### src/rtl/mips_alu_pkg.sv
// Shared MIPS ALU definitions: operand width, divider state encoding and
// divide-by-zero constants, plus the magnitude helper used by signed division.
package mips_alu_pkg;

   localparam int unsigned WIDTH = 32;

   typedef enum logic [1:0] {
      IDLE = 2'd0,
      CALC = 2'd1,
      DONE = 2'd2
   } div_state_t;

   localparam logic [WIDTH-1:0] DIV0_QUOTIENT = 32'hFFFF_FFFF;

   // Two's-complement magnitude; -2^31 maps to 32'h8000_0000 read as unsigned.
   function automatic logic [WIDTH-1:0] magnitude(input logic [WIDTH-1:0] v,
                                                  input logic neg);
      return neg ? (~v + 1'b1) : v;
   endfunction

endpackage

### src/rtl/cla_32.sv
// 32-bit carry-lookahead adder: 4-bit lookahead groups with rippled group carries.
module cla_32 (
   input  logic [31:0] a,
   input  logic [31:0] b,
   input  logic        cin,
   output logic [31:0] sum,
   output logic        cout
);

   logic [31:0] g;
   logic [31:0] p;
   logic [32:0] c;
   logic        grp_g;
   logic        grp_p;

   always_comb begin
      g     = a & b;
      p     = a ^ b;
      c     = '0;
      c[0]  = cin;
      grp_g = 1'b0;
      grp_p = 1'b0;
      for (int unsigned k = 0; k < 8; k++) begin
         int unsigned s;
         s = 4 * k;
         c[s+1] = g[s] | (p[s] & c[s]);
         c[s+2] = g[s+1] | (p[s+1] & g[s]) | (p[s+1] & p[s] & c[s]);
         c[s+3] = g[s+2] | (p[s+2] & g[s+1]) | (p[s+2] & p[s+1] & g[s])
                | (p[s+2] & p[s+1] & p[s] & c[s]);
         grp_g  = g[s+3] | (p[s+3] & g[s+2]) | (p[s+3] & p[s+2] & g[s+1])
                | (p[s+3] & p[s+2] & p[s+1] & g[s]);
         grp_p  = p[s+3] & p[s+2] & p[s+1] & p[s];
         c[s+4] = grp_g | (grp_p & c[s]);
      end
      sum  = p ^ c[31:0];
      cout = c[32];
   end

endmodule

### src/rtl/mips_div_32.sv
// Multi-cycle restoring radix-2 divider (DIV/DIVU: quotient -> LO, remainder -> HI).
// Define MIPS_DIV_SIGNED_EN to add the is_signed port and signed DIV support.
module mips_div_32
   import mips_alu_pkg::*;
#(
   parameter int unsigned WIDTH = mips_alu_pkg::WIDTH
) (
   input  logic             clk,
   input  logic             rst,
   input  logic             req_valid,
   output logic             req_ready,
   input  logic [WIDTH-1:0] dividend,
   input  logic [WIDTH-1:0] divisor,
`ifdef MIPS_DIV_SIGNED_EN
   input  logic             is_signed,
`endif
   output logic             res_valid,
   input  logic             res_ready,
   output logic [WIDTH-1:0] quotient,
   output logic [WIDTH-1:0] remainder,
   output logic             div_by_zero
);

   div_state_t       state;
   div_state_t       state_next;
   logic [WIDTH:0]   rem;
   logic [WIDTH-1:0] quo;
   logic [WIDTH-1:0] dvsr;
   logic [4:0]       cnt;

   logic [WIDTH:0]   shifted;
   logic [WIDTH-1:0] diff;
   logic             carry;
   logic             trial_ok;
   logic [WIDTH:0]   rem_next;
   logic [WIDTH-1:0] quo_next;
   logic [WIDTH-1:0] q_final;
   logic [WIDTH-1:0] r_final;
   logic             last_iter;
   logic             accept;
   logic             dvnd_neg;
   logic             dvsr_neg;

`ifdef MIPS_DIV_SIGNED_EN
   logic             neg_q;
   logic             neg_r;

   assign dvnd_neg = is_signed & dividend[WIDTH-1];
   assign dvsr_neg = is_signed & divisor[WIDTH-1];
   assign q_final  = neg_q ? (~quo_next + 1'b1) : quo_next;
   assign r_final  = neg_r ? (~rem_next[WIDTH-1:0] + 1'b1) : rem_next[WIDTH-1:0];
`else
   assign dvnd_neg = 1'b0;
   assign dvsr_neg = 1'b0;
   assign q_final  = quo_next;
   assign r_final  = rem_next[WIDTH-1:0];
`endif

   // Trial subtraction: low 32 bits through the CLA as rem + ~dvsr + 1; bit 32
   // adds shifted[32] + 1 + carry, so the 33-bit result is non-negative exactly
   // when that column carries out.
   assign shifted = {rem[WIDTH-1:0], quo[WIDTH-1]};

   cla_32 u_cla (
      .a    (shifted[WIDTH-1:0]),
      .b    (~dvsr),
      .cin  (1'b1),
      .sum  (diff),
      .cout (carry)
   );

   assign trial_ok  = shifted[WIDTH] | carry;
   assign rem_next  = trial_ok ? {shifted[WIDTH] ~^ carry, diff} : shifted;
   assign quo_next  = {quo[WIDTH-2:0], trial_ok};
   assign last_iter = (cnt == 5'd31);
   assign accept    = req_valid & req_ready;

   always_ff @(posedge clk or posedge rst) begin
      if (rst) state <= IDLE;
      else     state <= state_next;
   end

   always_comb begin
      state_next = state;
      req_ready  = 1'b0;
      res_valid  = 1'b0;
      case (state)
         IDLE: begin
            req_ready = 1'b1;
            if (req_valid) state_next = (divisor == '0) ? DONE : CALC;
         end
         CALC: begin
            if (last_iter) state_next = DONE;
         end
         DONE: begin
            res_valid = 1'b1;
            if (res_ready) state_next = IDLE;
         end
         default: state_next = IDLE;
      endcase
   end

   always_ff @(posedge clk or posedge rst) begin
      if (rst) begin
         rem         <= '0;
         quo         <= '0;
         dvsr        <= '0;
         cnt         <= '0;
         quotient    <= '0;
         remainder   <= '0;
         div_by_zero <= 1'b0;
`ifdef MIPS_DIV_SIGNED_EN
         neg_q       <= 1'b0;
         neg_r       <= 1'b0;
`endif
      end else begin
         if (state == IDLE && accept) begin
            rem  <= '0;
            quo  <= magnitude(dividend, dvnd_neg);
            dvsr <= magnitude(divisor, dvsr_neg);
            cnt  <= '0;
`ifdef MIPS_DIV_SIGNED_EN
            neg_q <= dvnd_neg ^ dvsr_neg;
            neg_r <= dvnd_neg;
`endif
            if (divisor == '0) begin
               quotient    <= DIV0_QUOTIENT;
               remainder   <= dividend;
               div_by_zero <= 1'b1;
            end
         end else if (state == CALC) begin
            rem <= rem_next;
            quo <= quo_next;
            cnt <= cnt + 5'd1;
            if (last_iter) begin
               quotient    <= q_final;
               remainder   <= r_final;
               div_by_zero <= 1'b0;
            end
         end
      end
   end

endmodule

### config.mk
export PLATFORM = sky130hd
export DESIGN_NAME = mips_div_32
export DESIGN_NICKNAME = d
export VERILOG_FILES = /design/src/rtl/mips_alu_pkg.sv /design/src/rtl/cla_32.sv /design/src/rtl/mips_div_32.sv
export SDC_FILE = /design/constraint.sdc
export NUM_CORES = 1
export LEC_CHECK = 0
export BUFFER_PORTS_ARGS = -buffer_cell sky130_fd_sc_hd__buf_2
export CAP_MARGIN = 20
export CORE_MARGIN = 3
export CORE_UTILIZATION = 56
export DETAILED_ROUTE_END_ITERATION = 16
export PLACE_DENSITY_LB_ADDON = 0.25
export SYNTH_ARGS = -nofsm -noshare
export SYNTH_HDL_FRONTEND = slang
export SYNTH_HIERARCHICAL = 1
export SYNTH_SLANG_ARGS = --single-unit
### constraint.sdc
create_clock -name clk -period 12.5 [get_ports clk]
set_input_delay 1.25 -clock clk [delete_from_list [all_inputs] [get_ports clk]]
set_output_delay 1.25 -clock clk [all_outputs]
set_load 0.03 [all_outputs]
==> results of run 1 <==
## kinds of logic (layout without fill, tap and decap cells)
logic type                 Yosys count  count (layout)  synth area share (%)
adders and majority gates           42              42                 7.023
xor gates and xnor gates            23              23                 2.416
DFF                                168             168                 50.42
other                                1               3               0.04497
buffers and inverters               89             219                 4.202
muxes                               32              32                 3.842
AOI/OAI and AO/OA                  228             228                 20.81
and+or+nand+nor                    223             223                 11.24
## Yosys cell counts, types with 4 or more instances
cell type	instances
a211oi_1	33
a21o_1	9
a21oi_1	17
a221o_1	33
a22oi_1	30
buf_2	13
clkbuf_1	31
dfrtp_1	168
fa_1	8
ha_1	34
inv_1	41
mux2i_1	32
nand2_1	112
nand2b_1	4
nand4_1	5
nor2_1	77
nor4_1	8
o21ai_0	43
o21ai_1	5
o22a_1	31
xnor2_1	11
xor2_1	12
## sequential cells by signal, indices dropped and copies added, names as in the netlist
register and count:
rem 32, div_by_zero 1, remainder 32, quo 32
state 2, cnt 5, dvsr 32, quotient 32
## layer usage
| layer | up-vias | routed length, µm | part of all wire (%) |
|---|---|---|---|
| li1 | 3118 | - | - |
| met1 | 3315 | 10120 | 47 |
| met2 | 257 | 9304 | 43 |
| met3 | 27 | 1835 | 8.5 |
| met4 | 0 | 279 | 1.3 |
| met5 | - | 0 | 0 |
## power groups by stage
stage	logic (W)	registers [W]	clock network, W
2_1_floorplan	0.00123	0.00107	0
3_3_place_gp	0.00172	0.000972	0
3_5_place_dp	0.00176	0.000973	0
4_1_cts	0.00179	0.000972	0.000547
5_1_grt	0.00199	0.00100	0.000572
6_report	0.00180	0.000976	0.000543
## final timing paths
| check | start | to | slack, ps | depth (start not counted) |
|---|---|---|---|---|
| setup / recovery | rem[12]$_DFFE_PP0P_ | remainder[13]$_DFFE_PP0P_ | 8760 | 13 |
| hold / removal | quotient[4]$_DFFE_PP0P_ | quotient[4]$_DFFE_PP0P_ | 490 | 1 |
| setup reg to reg | rem[12]$_DFFE_PP0P_ | remainder[13]$_DFFE_PP0P_ | 8760 | 13 |
| hold reg to reg | quotient[4]$_DFFE_PP0P_ | quotient[4]$_DFFE_PP0P_ | 490 | 1 |
| max in group asynchronous | rst | remainder[14]$_DFFE_PP0P_ | 10310 | 4 |
| min in group asynchronous | rst | quotient[24]$_DFFE_PP0P_ | 990 | 2 |
## layout by cell type (no fill, tap or decap), types with 2 or more instances in the layout
master,instances
inv_1,40
a21oi_1,17
a211oi_1,33
buf_2,134
nor2_2,2
a21oi_2,3
clkbuf_16,17
nor4_1,8
nor2b_1,2
a211oi_2,2
conb_1,3
nor2_1,75
xor2_1,12
nand2_1,111
mux2i_1,32
xnor2_1,11
nand2b_1,4
dfrtp_1,168
and3_1,2
nand4_1,5
o22a_1,31
clkinv_4,3
o21ai_2,2
a221o_1,33
o21ai_1,5
o21a_1,2
ha_1,34
o21ai_0,43
inv_6,2
nand3_1,3
buf_4,10
clkinvlp_4,3
a21o_1,9
nor2_4,2
a31oi_1,3
o21bai_1,3
fa_1,8
a22oi_1,30
clkinv_2,3
bufinv_16,3
## final cells by class
| class | instances | area, µm² |
|---|---|---|
| timing repair buffer | 145 | 773.2 |
| clock buffer | 18 | 439.2 |
| fill | 1120 | 4394 |
| tap | 180 | 225.2 |
| sequential | 168 | 4204 |
| inverter | 42 | 162.7 |
| multi-input combinational | 551 | 3831 |
| clock inverter | 14 | 173.9 |
## worst max-delay path, delay by kind of cell (launching register included)
family          cells  cell delay (ps)
buf+inv             1              480
simple gates        3              320
mux                 1              450
compound gates      7             1620
fa+ha+maj           1              360
flops               1              400
## metrics by stage
step | instance area, µm² | setup slack [ps] | hold WS (ps) | std cells | power (W)
after global placement | 9169 | 8937 | 467.8 | 1085 | 0.002695
after detailed placement | 9169 | 8854 | 471.8 | 1085 | 0.002730
final | 9809 | 8757 | 485.4 | 1118 | 0.003319
after floorplan | 8346 | 6703 | 449.4 | 808 | 0.002302
after global routing | 9809 | 8575 | 489.9 | 1118 | 0.003567
after CTS | 9782 | 8782 | 487.9 | 1117 | 0.003308
==> metrics.csv, run 1 <==
stage;metric;value;unit
status;run_status;completed;
cts;path_clk_slew;60;ps
setup_path;criticalPathCategory;flop to flop;
cts;clk_latency;420;ps
setup_path;cp.required;12810;ps
global_routing;use_met2;37.95;%
sta;tightest_slew;1040;ps
power;p_leak;4.857;nW
global_routing;grt_pass1_vias;6508;
drt;drt_iter0_markers;481;
drt;via_per_inst;6.008;
sta;skew;6.415;ps
sta;fin_crit;3743;ps
floorplanning;rows;43;
sta;hold_violations;0;
power;power_switching;0.001458;W
floorplanning;die_y;128.0;µm
drt;drt_pre_antenna_iters;5;
global_routing;grt_first_pass_wirelength;34920;µm
cts;cts_tree;done;
cts;post_cts_resized;0;
setup_path;crit_chain;ha_1, a21oi_1, nor2_1, a2111o_1, a211oi_4, o21ai_2, a21oi_2, o21bai_1, nor2_4, buf_4, mux2i_1, nor2_1, a221o_1;
sta;finalCritPeriodShare;29.95;%
power;p_clk_share;16.4;%
global_routing;top_usage_layer;met1;
power;ir_drop;0.1651;mV
power;combPwrFrac;54.2;%
placed_design;gp_congestion;0.8434;
drt;drc;0;
cts;cts.hold.buffers_added;0;
power;pwr-share-seq;29.4;%
global_routing;track_usage;27.17;%
floorplanning;start_util;58.70;%
drt;wl;21540;µm
cts;clockBufferDepth;2;
hold_path;hold_path_class;flop to flop;
setup_path;cp-end-kind;flop;
sta;setup_viol;0;
placed_design;port_buffers;134;
setup_path;crit_slowest_cell;buf_4;
drt;routedWlPerCell;19.27;µm
yosys;synth_edf_count;0;
sta;tns;0;ps
flow_run;maxCapViolations;0;
yosys;synth.area.top_cells;dfrtp_1 50%, ha_1 5.1%, nand2_1 5.0%, a221o_1 4.0%, mux2i_1 3.8%;
floorplanning;core-area;14200;µm²
final_layout;antennaDiodeCount;0;
yosys;yosysTopAreaCell;dfrtp_1;
setup_path;crit_path_max_incr_delay;480;ps
final_layout;areaGrowthSynthToFinish;17.65;%
global_routing;antenna_found_initial;0;
global_routing;grt_max_degree;102;
power;sw_frac_of_total;43.93;%
yosys;netlist_area;8338;µm²
sta;rsz0062_at_grt;false;
cts;cts_buffers;17;
global_routing;use_met3;7.750;%
sta;fmax;267.1;MHz
yosys;ys_types;54;
sta;maxSlewViolCount;0;
global_routing;gr-usage-met1;41.45;%
sta;relSlewSlack;30.65;%
power;internal_power;0.001861;W
yosys;yosys_warnings;6;
cts;h-tree-depth;4;
floorplanning;die-width;128.0;µm
setup_path;worstPathArrival;4050;ps
yosys;syn-instance-count;806;
yosys;yosysSeqAreaShare;50.42;%
power;power.density;338.3;nW/µm²
setup_path;crit_path_start_kind;flop;
floorplanning;io_pins;135;
global_routing;overflow;0;
yosys;ys_ff_latch;168;
cts;cts_root_buffer;clkbuf_16;
cts;post_cts_buffers;0;
cts;cts_sinks;168;
yosys;synth.avg_cell_area;10.34;µm²
yosys;yosysTopAreaCellShare;50.42;%
final_layout;layout-drive-gt1-share;21.64;%
yosys;synth-main-ff-cell;dfrtp_1;
setup_path;critPathMaxFanout;33;
final_layout;post-route-util;69.06;%
floorplanning;die_area;16390;µm²
drt;drtAntennaViolNets;0;
drt;vias;6717;
yosys;synthArstFlopShare;100.0;%
setup_path;cp_common_cell;nor2_1;
final_layout;layout.nets;1035;
placed_design;hpwlAfterDp;14500;µm
Power figures use the tool's default switching activity.
==> run 2: changes to the inputs <==
--- a/config.mk
+++ b/config.mk
@@ -8,7 +8,7 @@
 export BUFFER_PORTS_ARGS = -buffer_cell sky130_fd_sc_hd__buf_2
 export CAP_MARGIN = 20
 export CORE_MARGIN = 3
-export CORE_UTILIZATION = 56
+export CORE_UTILIZATION = 51
 export DETAILED_ROUTE_END_ITERATION = 16
 export PLACE_DENSITY_LB_ADDON = 0.25
 export SYNTH_ARGS = -nofsm -noshare
==> constraint.sdc (replaced) <==
create_clock -name clk -period 3.2 [get_ports clk]
set_input_delay 0.32 -clock clk [delete_from_list [all_inputs] [get_ports clk]]
set_output_delay 0.32 -clock clk [all_outputs]
set_load 0.03 [all_outputs]
==> metrics.csv, run 2 (synthesis results as in run 1) <==
stage;metric;value;unit
drt;via_per_inst;5.820;
drt;vias;6955;
final_layout;layout_common_cells;165 x dfrtp_1, 134 x buf_2, 111 x nand2_1, 72 x nor2_1, 43 x o21ai_0;
setup_path;cp.required;3510;ps
final_layout;layout.nets;1076;
cts;cts_root_buffer;clkbuf_16;
floorplanning;die-width;133.9;µm
setup_path;crit_path_max_incr_delay;470;ps
final_layout;areaGrowthSynthToFinish;28.56;%
cts;clk_latency;430;ps
placed_design;gp_congestion;0.8535;
sta;finalCritPeriodShare;102.1;%
final_layout;final_common_cell;dfrtp_1;
status;violations;negative setup slack;
floorplanning;io_pins;135;
drt;drt_pre_antenna_iters;5;
setup_path;criticalPathCategory;flop to flop;
setup_path;reg2reg_slack;-70;ps
hold_path;hold_path_class;primary input to async pin;
cts;cts_sinks;168;
setup_path;critPathMaxFanout;7;
final_layout;final_area;10720;µm²
cts;cts_tree;done;
setup_path;worstPathArrival;3580;ps
sta;skew;6.624;ps
placed_design;placed_area;9500;µm²
global_routing;track_usage;24.56;%
placed_design;hpwlAfterDp;14990;µm
floorplanning;rows;46;
flow_run;maxCapViolations;0;
setup_path;reg2reg_depth;15;
sta;fmax;306.0;MHz
global_routing;grt_first_pass_wirelength;35230;µm
global_routing;antenna_found_initial;0;
final_layout;post-route-util;67.23;%
setup_path;cp-end-kind;flop;
sta;hold_violations;0;
cts;clockBufferDepth;2;
setup_path;crit_start;rem[13]$_DFFE_PP0P_;
sta;tightest_slew;828.5;ps
final_layout;layout-drive-gt1-share;30.64;%
drt;drtAntennaViolNets;0;
setup_path;crit_chain;ha_4, o21ai_1, nand2b_1, a31oi_1, or3b_4, o21ai_2, a21oi_2, o21bai_2, nor2_4, buf_12, buf_12, mux2i_2, buf_4, nor2_4, a221o_1;
global_routing;grt_pass1_vias;6666;
sta;maxSlewViolCount;0;
placed_design;port_buffers;134;
placed_design;dp.cells;1151;
sta;setup_ws;-68.38;ps
setup_path;r2r-start;rem[13]$_DFFE_PP0P_;
cts;path_clk_slew;60;ps
drt;drc;0;
floorplanning;die_y;133.9;µm
setup_path;crit_path_start_kind;flop;
drt;routedWlPerCell;19.25;µm
global_routing;overflow;0;
floorplanning;core-area;15940;µm²
floorplanning;start_util;52.30;%
sta;fin_crit;3268;ps
final_layout;antennaDiodeCount;0;
sta;rsz0062_at_grt;true;
setup_path;rr_endpoint;remainder[17]$_DFFE_PP0P_;
status;run_status;complete, but fails checks;
sta;setup_viol;8;
sta;relSlewSlack;44.65;%
setup_path;crit_slowest_cell;dfrtp_1;
final_layout;stdcell_count;1195;
drt;wl;23000;µm
cts;cts_buffers;17;
floorplanning;die_area;17920;µm²
drt;drt_iter0_markers;550;
cts;h-tree-depth;4;
global_routing;grt_max_degree;125;
-- run 2: worst max path at each step --
stage | to | slack, ps
after global placement | remainder[15]$_DFFE_PP0P_ | 10
after floorplan | remainder[17]$_DFFE_PP0P_ | 40
after CTS | remainder[17]$_DFFE_PP0P_ | 5
final | remainder[17]$_DFFE_PP0P_ | -70
after global routing | remainder[17]$_DFFE_PP0P_ | -160
after detailed placement | remainder[15]$_DFFE_PP0P_ | -60
-- run 2: metal layers --
layer / share of wire [%] / global-route usage (%) / vias up / wire (µm)
met1: 46 / 38.14 / 3442 / 10610
li1: - / - / 3215 / -
met3: 7.5 / 6.527 / 43 / 1729
met4: 1.9 / 7.200 / 0 / 432
met5: 0 / 0 / - / 0
met2: 44 / 33.80 / 255 / 10230
-- run 2: final cells by class --
| cell class | count | area [µm²] |
|---|---|---|
| inverters | 42 | 161.4 |
| multi-input cells | 551 | 4275 |
| clock buffers | 21 | 470.5 |
| fillers | 1196 | 5224 |
| flip-flops and latches | 168 | 4208 |
| repair buffers | 186 | 1191 |
| clock inverters | 11 | 142.6 |
| well taps | 216 | 270.3 |
-- run 2: timing repair --
item / in CTS / in global routing
cloned: 0 / 2
pin swaps: 1 / 21
resized for setup: 9 / 72
buffers inserted: 0 / 10
endpoints found under the setup margin: 15 / 46
hold buffers: 0 / 0
-- run 2: worst max-delay path, delay by kind of cell, from the launching register on --
kind | cells | cell delay [ps]
adders and majority gates | 1 | 340
AOI/OAI and AO/OA | 6 | 990
muxes | 1 | 210
and+or+nand+nor | 4 | 680
buffers and inverters | 3 | 450
DFF | 1 | 470
-- run 2: per-stage QoR --
stage               hold slack [ps]  setup WS, ps  TNS, ps
floorplan                     427.6         39.88        0
detailed placement            473.4        -63.59   -156.3
finish                        45.01        -68.38   -221.7
CTS                           58.47         4.509        0
global placement              468.5         11.92        0
global route                  83.14        -163.9    -3577
Power of run 2 is not shown: default switching activity piles up to over one toggle a cycle in this logic, so the estimate is an artifact.
